## src/rtl/i2c_rx_frame.sv

```systemverilog
// I2C receive engine: synchronises and glitch-filters SCL/SDA, deserialises a 1-bit or
// DATA_W-bit frame, and reports start/stop conditions and misplaced ones as bus errors.
module i2c_rx_frame #(
   parameter int DATA_W    = 8,
   parameter int FILT_LEN  = 3,
   parameter int MSB_FIRST = 1
) (
   input  logic              clk,
   input  logic              rst_n,
   input  logic              scl_i,
   input  logic              sda_i,
   input  logic              rd_en,
   input  logic              is_frame,
   output logic [DATA_W-1:0] data_o,
   output logic              bit_o,
   output logic              data_valid,
   output logic              rd_finish,
   output logic              get_start,
   output logic              get_stop,
   output logic              bus_err,
   output logic [4:0]        bit_cnt_o,
   output logic [1:0]        state_o
);
   // Handshake: the controller raises rd_en after an SCL falling edge and holds it; the engine
   // answers with rd_finish (or bus_err) as a level until rd_en drops, which returns it to IDLE.

   localparam int FW = $clog2(FILT_LEN + 1);
   localparam int CW = 6;

   typedef enum logic [1:0] {IDLE, RECV, DONE, ERR} state_t;

   state_t            state;
   logic [1:0]        sync1, sync2, filt, prev;   // bit 0: SCL, bit 1: SDA
   logic [FW-1:0]     fcnt [2];
   logic              frame_mode;
   logic [CW-1:0]     cnt;
   logic [DATA_W-1:0] shreg;
   logic [DATA_W-1:0] shift_nx;
   logic [CW-1:0]     cnt_nx;
   logic              scl_f, sda_f;
   logic              scl_fall, sda_start, sda_stop;

   always_ff @(posedge clk or negedge rst_n) begin
      if (!rst_n) begin
         sync1 <= '1;
         sync2 <= '1;
         filt  <= '1;
         prev  <= '1;
         for (int i = 0; i < 2; i++) fcnt[i] <= '0;
      end else begin
         sync1 <= {sda_i, scl_i};
         sync2 <= sync1;
         prev  <= filt;
         // A line change is accepted only after FILT_LEN consecutive differing samples.
         for (int i = 0; i < 2; i++) begin
            if (sync2[i] == filt[i]) begin
               fcnt[i] <= '0;
            end else if (fcnt[i] == FW'(FILT_LEN - 1)) begin
               filt[i] <= sync2[i];
               fcnt[i] <= '0;
            end else begin
               fcnt[i] <= fcnt[i] + 1'b1;
            end
         end
      end
   end

   assign scl_f     = filt[0];
   assign sda_f     = filt[1];
   assign scl_fall  = rd_en & prev[0] & ~filt[0];
   assign sda_start = rd_en & scl_f & prev[1] & ~filt[1];
   assign sda_stop  = rd_en & scl_f & ~prev[1] & filt[1];

   always_comb begin
      shift_nx = shreg;
      if (MSB_FIRST != 0) shift_nx = {shreg[DATA_W-2:0], bit_o};
      else                shift_nx = {bit_o, shreg[DATA_W-1:1]};
      cnt_nx = cnt + 1'b1;
   end

   always_ff @(posedge clk or negedge rst_n) begin
      if (!rst_n) begin
         state      <= IDLE;
         frame_mode <= 1'b0;
         cnt        <= '0;
         shreg      <= '0;
         data_o     <= '0;
         bit_o      <= 1'b0;
         data_valid <= 1'b0;
         rd_finish  <= 1'b0;
         get_start  <= 1'b0;
         get_stop   <= 1'b0;
         bus_err    <= 1'b0;
      end else begin
         data_valid <= 1'b0;
         get_start  <= sda_start;
         get_stop   <= sda_stop;
         if (!rd_en) begin
            state     <= IDLE;
            cnt       <= '0;
            rd_finish <= 1'b0;
            bus_err   <= 1'b0;
         end else begin
            case (state)
               IDLE: begin
                  state      <= RECV;
                  frame_mode <= is_frame;
                  cnt        <= '0;
                  shreg      <= '0;
               end
               RECV: begin
                  if (scl_f) bit_o <= sda_f;
                  if (scl_fall) begin
                     shreg <= shift_nx;
                     cnt   <= cnt_nx;
                     if (cnt_nx == (frame_mode ? CW'(DATA_W) : CW'(1))) begin
                        state      <= DONE;
                        data_o     <= frame_mode ? shift_nx : {{(DATA_W-1){1'b0}}, bit_o};
                        data_valid <= 1'b1;
                        rd_finish  <= 1'b1;
                     end
                  end else if (sda_start || sda_stop) begin
                     // Only a frame that has not yet begun may be (re)started or stopped.
                     if (frame_mode && cnt == '0) begin
                        shreg <= '0;
                     end else begin
                        bus_err <= 1'b1;
                        state   <= ERR;
                     end
                  end
               end
               DONE:    state <= DONE;
               ERR:     state <= ERR;
               default: state <= IDLE;
            endcase
         end
      end
   end

   assign bit_cnt_o = cnt[4:0];
   assign state_o   = state;

endmodule

```

## config.mk

```make
export PLATFORM = sky130hd
export DESIGN_NAME = i2c_rx_frame
export DESIGN_NICKNAME = d
export VERILOG_FILES = /design/src/rtl/i2c_rx_frame.sv
export SDC_FILE = /design/constraint.sdc
export NUM_CORES = 1
export LEC_CHECK = 0
export ABC_AREA = 1
export BUFFER_PORTS_ARGS = -buffer_cell sky130_fd_sc_hd__buf_2
export CORE_MARGIN = 2
export CORE_UTILIZATION = 60
export CTS_CLUSTER_SIZE = 14
export DETAILED_ROUTE_END_ITERATION = 7
export PLACE_DENSITY = 0.82
export SYNTH_ARGS = -nofsm -noshare
export SYNTH_HDL_FRONTEND = slang
export SYNTH_SLANG_ARGS = --single-unit
```

## constraint.sdc

```tcl
create_clock -name clk -period 4.65 [get_ports clk]
set_clock_uncertainty 0.2 [all_clocks]
set_input_delay 0.2325 -clock clk [delete_from_list [all_inputs] [get_ports clk]]
set_output_delay 0.2325 -clock clk [all_outputs]
set_load 0.01 [all_outputs]
```

==> summary.txt, run 1 <==
Synthesis
  • Register area share after synthesis: 57.1%
  • Top_reg_cell synth: dfrtp_1
  • Post-Synthesis Cells: 201
  • Yosys reg bits: 42
  • Yosys cell types: 26
  • Post-synthesis instance area: 1860 um2
  • Post-synth EDFFs: 0
  • Post-synth ARST share: 100%
  • Net Count, Synth: 209
  • Synthesis Warnings: 0
  • Syn avg cell area: 9.24 um2

Power
  • Pleak: 1.05 nW
  • Worst VDD drop: 0.000314 V
  • Sw frac: 34.9%
  • NetSw: 0.000354 W
  • Clock share of power: 23.3%
  • Internal power: 0.000662 W
  • Reg power frac: 50.6%
  • Combinational power share: 26.1%
  • P per Cell Area: 483 nW/um2

Timing
  • Final Cycle Share: 42.4%
  • Hold slack final: 165 ps
  • Setup Viol. Count Final: 0
  • Fin. max-slew vios: 0
  • Final min period: 1970 ps
  • Worst slew pin tran: 867 ps
  • TNS Setup: 0 ps
  • Max Clk Rate: 507 MHz
  • Setup slack after layout: 2680 ps
  • Max transition margin: 42.2%
  • Fin. Hold Viols: 0
  • RSZ-0062 raised after global routing: no

Detailed routing
  • Metal2 WL: 1570 um
  • Vias post-DR: 1368
  • Via/cell ratio: 5.16
  • DRT Wirelength: 3230 um
  • DR top layer: met4
  • Routed wl met3: 156 um
  • Met1 wire length: 1450 um
  • Remaining DRCs: 0
  • Wire per inst: 12.2 um
  • Initial DRC count: 54
  • Antenna-violating nets left: 0
  • DR pass1 iterations: 4

Global routing
  • Vias in the first global route: 1303
  • First-pass GRT wire length: 5450 um
  • Antenna violations before repair: 0
  • All-Layer GR Usage: 21.4%
  • Largest net degree at the start of global routing: 43
  • Grt ovf: 0

Placement
  • Dpl cell area: 1970 um2
  • Number of instances in the placed design: 252
  • # port buffers: 26
  • GP Congestion: 0.839
  • DP HPWL: 2290 um
  • DP Worst Slack: 2690 ps

CTS
  • CTS tree: done
  • CTS Buffer Depth: 2
  • Sink Count: 42
  • Postcts setup bufs: 0
  • Clock Pin Slew Worst Setup and Hold Paths: 130 ps
  • CTS buffer count: 5
  • CTS Root Cell: clkbuf_4
  • Worst-Skew Late Latency: 370 ps
  • H-tree depth: 2

Layout
  • N_diodes: 0
  • Fillers: 243
  • Share of cells above drive strength 1: 25.0%
  • Post-route cell area: 2100 um2
  • Area of the multi-input gates: 654 um2
  • Post-route insts no fill: 265
  • Nets: 239
  • Commonest non-fill, non-tap cell in the layout: nand2_1
  • Area growth, synth to finish: 13.2%
  • Most frequent cells in the layout: nand2_1, dfrtp_1, buf_2
  • Area occupied by registers: 1060 um2

Die
  • DIE HEIGHT: 59.6 um
  • Core Area: 3000 um2
  • Die ar.: 3560 um2
  • Rows: 20
  • Number of I/O pins: 27
  • Die extent in x: 59.6 um
  • Initial Util: 61.8%

Worst setup path
  • CP peak stage delay: 460 ps
  • Kind of critical path: flop to flop
  • CP max-delay cell: dfrtp_1
  • CP startpoint kind: flop
  • CP endpoint kind: flop
  • Critical-path maximum fanout: 18
  • Family with the most delay on the worst path: simple AND/OR/NAND/NOR gates
  • Crit path DAT: 2030 ps
  • Crit-path most repeated cell: nand2_1
  • Data required time of the worst path: 4710 ps
  • Worst path bufs/invs: 1
  • CP Cell Sequence: inv_1 > ha_1 > nor2_1 > nand2_1 > nor2_4 > nand3_4 > nand2_1 > o21ai_2

Hold path
  • Hold Crit Class: flop to flop

Status
  • Status: finished clean

Run
  • Max_cap viols: 0
## cells by family after synthesis
kind of cell | share of synthesized area (%)
AOI/OAI and AO/OA | 9.70
xor gates and xnor gates | 0.944
adders and majority gates | 1.35
buffers and inverters | 7.61
DFF | 57.1
muxes | 0.539
and+or+nand+nor | 22.7
## stage by stage
| stage | utilization, % | total power [W] |
|---|---|---|
| after floorplan | - | 0.000702 |
| after global placement | 65.6 | 0.000769 |
| after detailed placement | 65.6 | 0.000785 |
| after CTS | 70.0 | 0.00103 |
| after global routing | 70.0 | 0.00108 |
| final | 70.0 | 0.00102 |
## metal layers
metal / global-route usage (%) / vias to the layer above
li1: - / 690
met1: 26.3 / 636
met2: 34.5 / 37
met3: 6.77 / 5
met4: 10.2 / 0
met5: 0 / -
## path summary, 6_finish.rpt
| kind | end | cells past startpoint | start | slack (ps) |
|---|---|---|---|---|
| max reg2reg | data_o[5] | 8 | cnt[0] | 2680 |
| max in group asynchronous | state_o[1] | 2 | rst_n | 3390 |
| min in group asynchronous | shreg[0] | 2 | rst_n | 300 |
| min reg2reg | sync2[0] | 0 | sync1[0] | 160 |
| min | sync2[0] | 0 | sync1[0] | 160 |
| max | data_o[5] | 8 | cnt[0] | 2680 |
## registers in the layout, indices dropped and copies added, names as in the netlist
signal / flops
prev: 2
get_start: 1
data_o: 8
cnt: 6
sync2: 2
sync1: 2
data_valid: 1
frame_mode: 1
bus_err: 1
shreg: 7
state_o: 2
bit_o: 1
rd_finish: 1
filt: 2
fcnt: 4
get_stop: 1
## area by class of cell
cell class                      count  share of cell area, %
Clock buffer                        5                   1.79
Clock inverter                      3                   2.14
Inverter                           22                   3.93
Multi-Input combinational cell    129                   31.1
Sequential cell                    42                   50.5
Tap cell                           33                   1.96
Timing Repair Buffer               31                   8.57
## Yosys cell counts, types with 4 or more instances
cell / n / area [um2]
nor3_1: 5 / 25.0
buf_4: 5 / 37.5
inv_1: 20 / 75.1
o21ai_0: 10 / 50.1
nor2_1: 13 / 48.8
o21ai_2: 8 / 70.1
nand3_1: 5 / 25.0
a21oi_1: 4 / 20.0
dfrtp_1: 34 / 851
dfstp_2: 8 / 210
nand2_1: 67 / 251
## power groups by stage
stage	registers (W)	logic (W)	clock network [W]
after floorplan	0.000513	0.000189	0
after global placement	0.000518	0.000251	0
after detailed placement	0.000522	0.000263	0
after CTS	0.000515	0.000268	0.000244
after global routing	0.000526	0.000299	0.000257
final	0.000514	0.000265	0.000237
## what timing repair did
action	4_1_cts	5_1_grt
gates resized for setup	0	0
hold buffers	5	0
endpoints found under the hold margin	39	0
Power figures use the tool's default switching activity.
==> inputs of run 2 (changes only) <==
==> config.mk (replaced) <==
export PLATFORM = sky130hd
export DESIGN_NAME = i2c_rx_frame
export DESIGN_NICKNAME = d
export VERILOG_FILES = /design/src/rtl/i2c_rx_frame.sv
export SDC_FILE = /design/constraint.sdc
export NUM_CORES = 1
export LEC_CHECK = 0
export ABC_AREA = 0
export BUFFER_PORTS_ARGS = -buffer_cell sky130_fd_sc_hd__buf_2
export CORE_MARGIN = 2
export CORE_UTILIZATION = 50
export CTS_CLUSTER_SIZE = 14
export DETAILED_ROUTE_END_ITERATION = 7
export PLACE_DENSITY = 0.73
export SYNTH_ARGS = -nofsm -noshare
export SYNTH_HDL_FRONTEND = slang
export SYNTH_SLANG_ARGS = --single-unit
==> constraint.sdc (replaced) <==
create_clock -name clk -period 1.7 [get_ports clk]
set_clock_uncertainty 0.2 [all_clocks]
set_input_delay 0.085 -clock clk [delete_from_list [all_inputs] [get_ports clk]]
set_output_delay 0.085 -clock clk [all_outputs]
set_load 0.01 [all_outputs]
==> run 2 against run 1 <==
- the flow now finishes with violations (setup timing)
- combinational power grew to 4.5 times the previous value
- power rose to 3.3 times the previous value
- sequential share of layout area decreased by 5.9 points
- maximum frequency shrank 8.5%
- cell area increased by 13%
- first-iteration DRC count decreased by 48%
- critical path depth decreased by 2
- synthesized cell count down 21%
- wire length is 11% higher
- flip-flop and latch count unchanged
- utilization is 0.33 points lower
- clock power rose to 2.6 times the previous value
- largest cell class unchanged
==> summary.txt, run 2 <==
Timing
  • Fin. max-slew vios: 0 (unchanged)
  • Setup Viol. Count Final: 19 (+19)
  • Worst slew pin tran: 524 ps (-343 ps)
  • Setup slack after layout: -454 ps (-3130 ps)
  • Final min period: 2150 ps (+183 ps)
  • Max Clk Rate: 464 MHz (-8.5%)
  • Max transition margin: 65.1% (+23 points)
  • Fin. Hold Viols: 0 (unchanged)
  • RSZ-0062 raised after global routing: yes
  • Final Cycle Share: 127% (+84 points)

Worst setup path
  • CP Cell Sequence: ha_2 > or4_4 > o31ai_4 > and2_4 > nand3_4 > mux2_4
  • CP startpoint kind: flop
  • Data required time of the worst path: 1740 ps (-2970 ps)
  • CP endpoint kind: flop
  • Critical-path maximum fanout: 3 (-15)
  • Worst path bufs/invs: 0 (-1)
  • Family with the most delay on the worst path: simple AND/OR/NAND/NOR gates
  • CP max-delay cell: or4_4
  • R2R setup slack: -450 ps (-3130 ps)
  • CP peak stage delay: 530 ps (+70 ps)
  • Crit path DAT: 2200 ps (+170 ps)
  • Kind of critical path: flop to flop

Layout
  • Most frequent cells in the layout: dfrtp_1, buf_2, buf_4
  • Share of cells above drive strength 1: 40.7% (+16 points)
  • Largest Register: data_o
  • Biggest regs: data_o (8), shreg (7), cnt (6)
  • Commonest non-fill, non-tap cell in the layout: dfrtp_1
  • Nets: 223 (-6.7%)
  • N_diodes: 0 (unchanged)
  • Max reg flops: 8 (unchanged)
  • Fin util: 69.7% (-0.33 points)
  • Fillers: 255 (+4.9%)
  • Area growth, synth to finish: 30.0%

Detailed routing
  • Via/cell ratio: 5.02 (-2.7%)
  • Remaining DRCs: 0 (unchanged)
  • DR pass1 iterations: 4 (unchanged)
  • Wire per inst: 13.7 um (+12%)
  • Initial DRC count: 28 (-48%)
  • DRT Wirelength: 3580 um (+11%)
  • Vias post-DR: 1316 (-3.8%)
  • Antenna-violating nets left: 0 (unchanged)

CTS
  • H-tree depth: 2 (unchanged)
  • Worst-Skew Late Latency: 350 ps (-20 ps)
  • CTS buffer count: 5 (unchanged)
  • CTS Root Cell: clkbuf_4
  • CTS tree: done
  • CTS Buffer Depth: 2 (unchanged)
  • Sink Count: 42 (unchanged)
  • Clock Pin Slew Worst Setup and Hold Paths: 130 ps (about the same)

Synthesis
  • Post-synth ARST share: 100% (unchanged)
  • Post-synth EDFFs: 0 (unchanged)
  • Net Count, Synth: 167 (-20%)
  • Cells taking the most area after synthesis: dfrtp_1, dfstp_2, nand2_1, a22o_1, mux2i_1
  • Yosys cell types: 34 (+31%)
  • Top_reg_cell synth: dfrtp_1
  • Synth top area share: 46.5% (+0.66 points)
  • Most instantiated cells after synthesis: dfrtp_1, nand2_1, inv_1
  • Syn avg cell area: 11.5 um2 (+25%)
  • Leading area contributor after synthesis: dfrtp_1
  • Post-Synthesis Cells: 159 (-21%)
  • Post-synthesis instance area: 1830 um2 (-1.4%)
  • Synthesis Warnings: 0 (unchanged)
  • Register area share after synthesis: 58.0% (+0.82 points)
  • Yosys reg bits: 42 (unchanged)
  • Cell with the most instances after synthesis: dfrtp_1

Die
  • Core Area: 3420 um2 (+14%)
  • Rows: 21 (+5.0%)
  • DIE HEIGHT: 64.5 um (+8.2%)
  • Die ar.: 4160 um2 (+17%)
  • Number of I/O pins: 27 (unchanged)
  • Die extent in x: 64.5 um (+8.2%)
  • Initial Util: 53.6% (-8.2 points)

Placement
  • GP Congestion: 0.817 (-2.6%)
  • DP Worst Slack: -456 ps (-3150 ps)
  • # port buffers: 26 (unchanged)
  • DP HPWL: 2550 um (+12%)

Hold path
  • Hold Crit Class: primary input to asynchronous set/reset pin

Global routing
  • Vias in the first global route: 1354 (+3.9%)
  • First-pass GRT wire length: 6310 um (+16%)
  • Largest net degree at the start of global routing: 23 (-47%)
  • Grt ovf: 0 (unchanged)
  • Antenna violations before repair: 0 (unchanged)
  • All-Layer GR Usage: 20.2% (-1.3 points)

Power
  • Pleak: 1.12 nW (+6.5%)
  • P per Cell Area: 1400 nW/um2 (+190%)
  • Worst VDD drop: 0.000946 V (+200%)

Status
  • Failing checks: setup timing
  • Status: finished, violations left

Run
  • Max_cap viols: 0 (unchanged)
## run 2: cell count changes in the layout (fill, tap and decap cells not counted), moves of 4 or more
cell / previous run / this run
xor2_1: 0 / 4
mux2i_1: 1 / 7
nor2b_1: 0 / 7
nor2_1: 13 / 2
buf_4: 0 / 25
nor3b_1: 0 / 4
a22o_1: 0 / 8
o21ai_2: 8 / 0
inv_1: 20 / 7
o21ai_0: 10 / 6
mux2_2: 0 / 4
nand2_1: 67 / 20
## run 2: worst paths after layout
path | start | endpoint | cells after the start
worst min-delay path | rst_n | cnt[0] | 2
min in group clk | sync1[1] | sync2[1] | 0
worst max register to register | cnt[0] | data_o[0] | 6
worst min register to register | sync1[1] | sync2[1] | 0
max in group asynchronous | rst_n | filt[1] | 3
worst max-delay path | cnt[0] | data_o[0] | 6
## run 2: cell type report
| class | count | area [um2] | area share [%] |
|---|---|---|---|
| clock inverters | 2 | 37.5 | 1.58 |
| repair buffers | 58 | 399 | 16.8 |
| well taps | 46 | 57.6 | 2.42 |
| inverters | 10 | 45.0 | 1.89 |
| multi-input cells | 98 | 738 | 31.0 |
| clock buffers | 6 | 41.3 | 1.74 |
| flip-flops and latches | 42 | 1060 | 44.6 |
## run 2: logic make-up after synthesis
kind of cell | synth area share (%)
DFF | 58.0
muxes | 7.11
buffers and inverters | 5.26
and+or+nand+nor | 15.7
xor gates and xnor gates | 3.83
adders and majority gates | 1.37
AOI/OAI and AO/OA | 8.75
## run 2: report_power, final
part           leakage (nW)  internal [W]  switching, W
sequential            0.534       0.00130      0.000196
combinational         0.551      0.000613      0.000585
clock                0.0385      0.000310      0.000318
## run 2: what timing repair did
action	CTS	global route
resized for setup	9	4
buffers inserted	1	0
setup endpoints to repair	20	21
hold buffers	5	0
pin swaps	4	2
hold endpoints to repair	41	0
## run 2: routing by layer
layer  vias to the layer above  global-route usage (%)  share of wire, %
met2                        29                    30.5                46
met5                         -                       0                 0
li1                        651                       -                 -
met1                       628                    27.4                47
met3                         8                    5.21               4.3
met4                         0                    9.57               2.5
## run 2: per-stage QoR
step	power [W]	instances	TNS, ps	hold slack, ps	cell area [um2]
after floorplan	0.00214	159	-3650	-411	1850
after global placement	0.00258	248	-5240	-123	2190
after detailed placement	0.00263	248	-6170	-118	2190
after CTS	0.00333	262	-4860	19.3	2360
after global routing	0.00355	262	-7010	58.5	2380
final	0.00332	262	-5300	22.5	2380
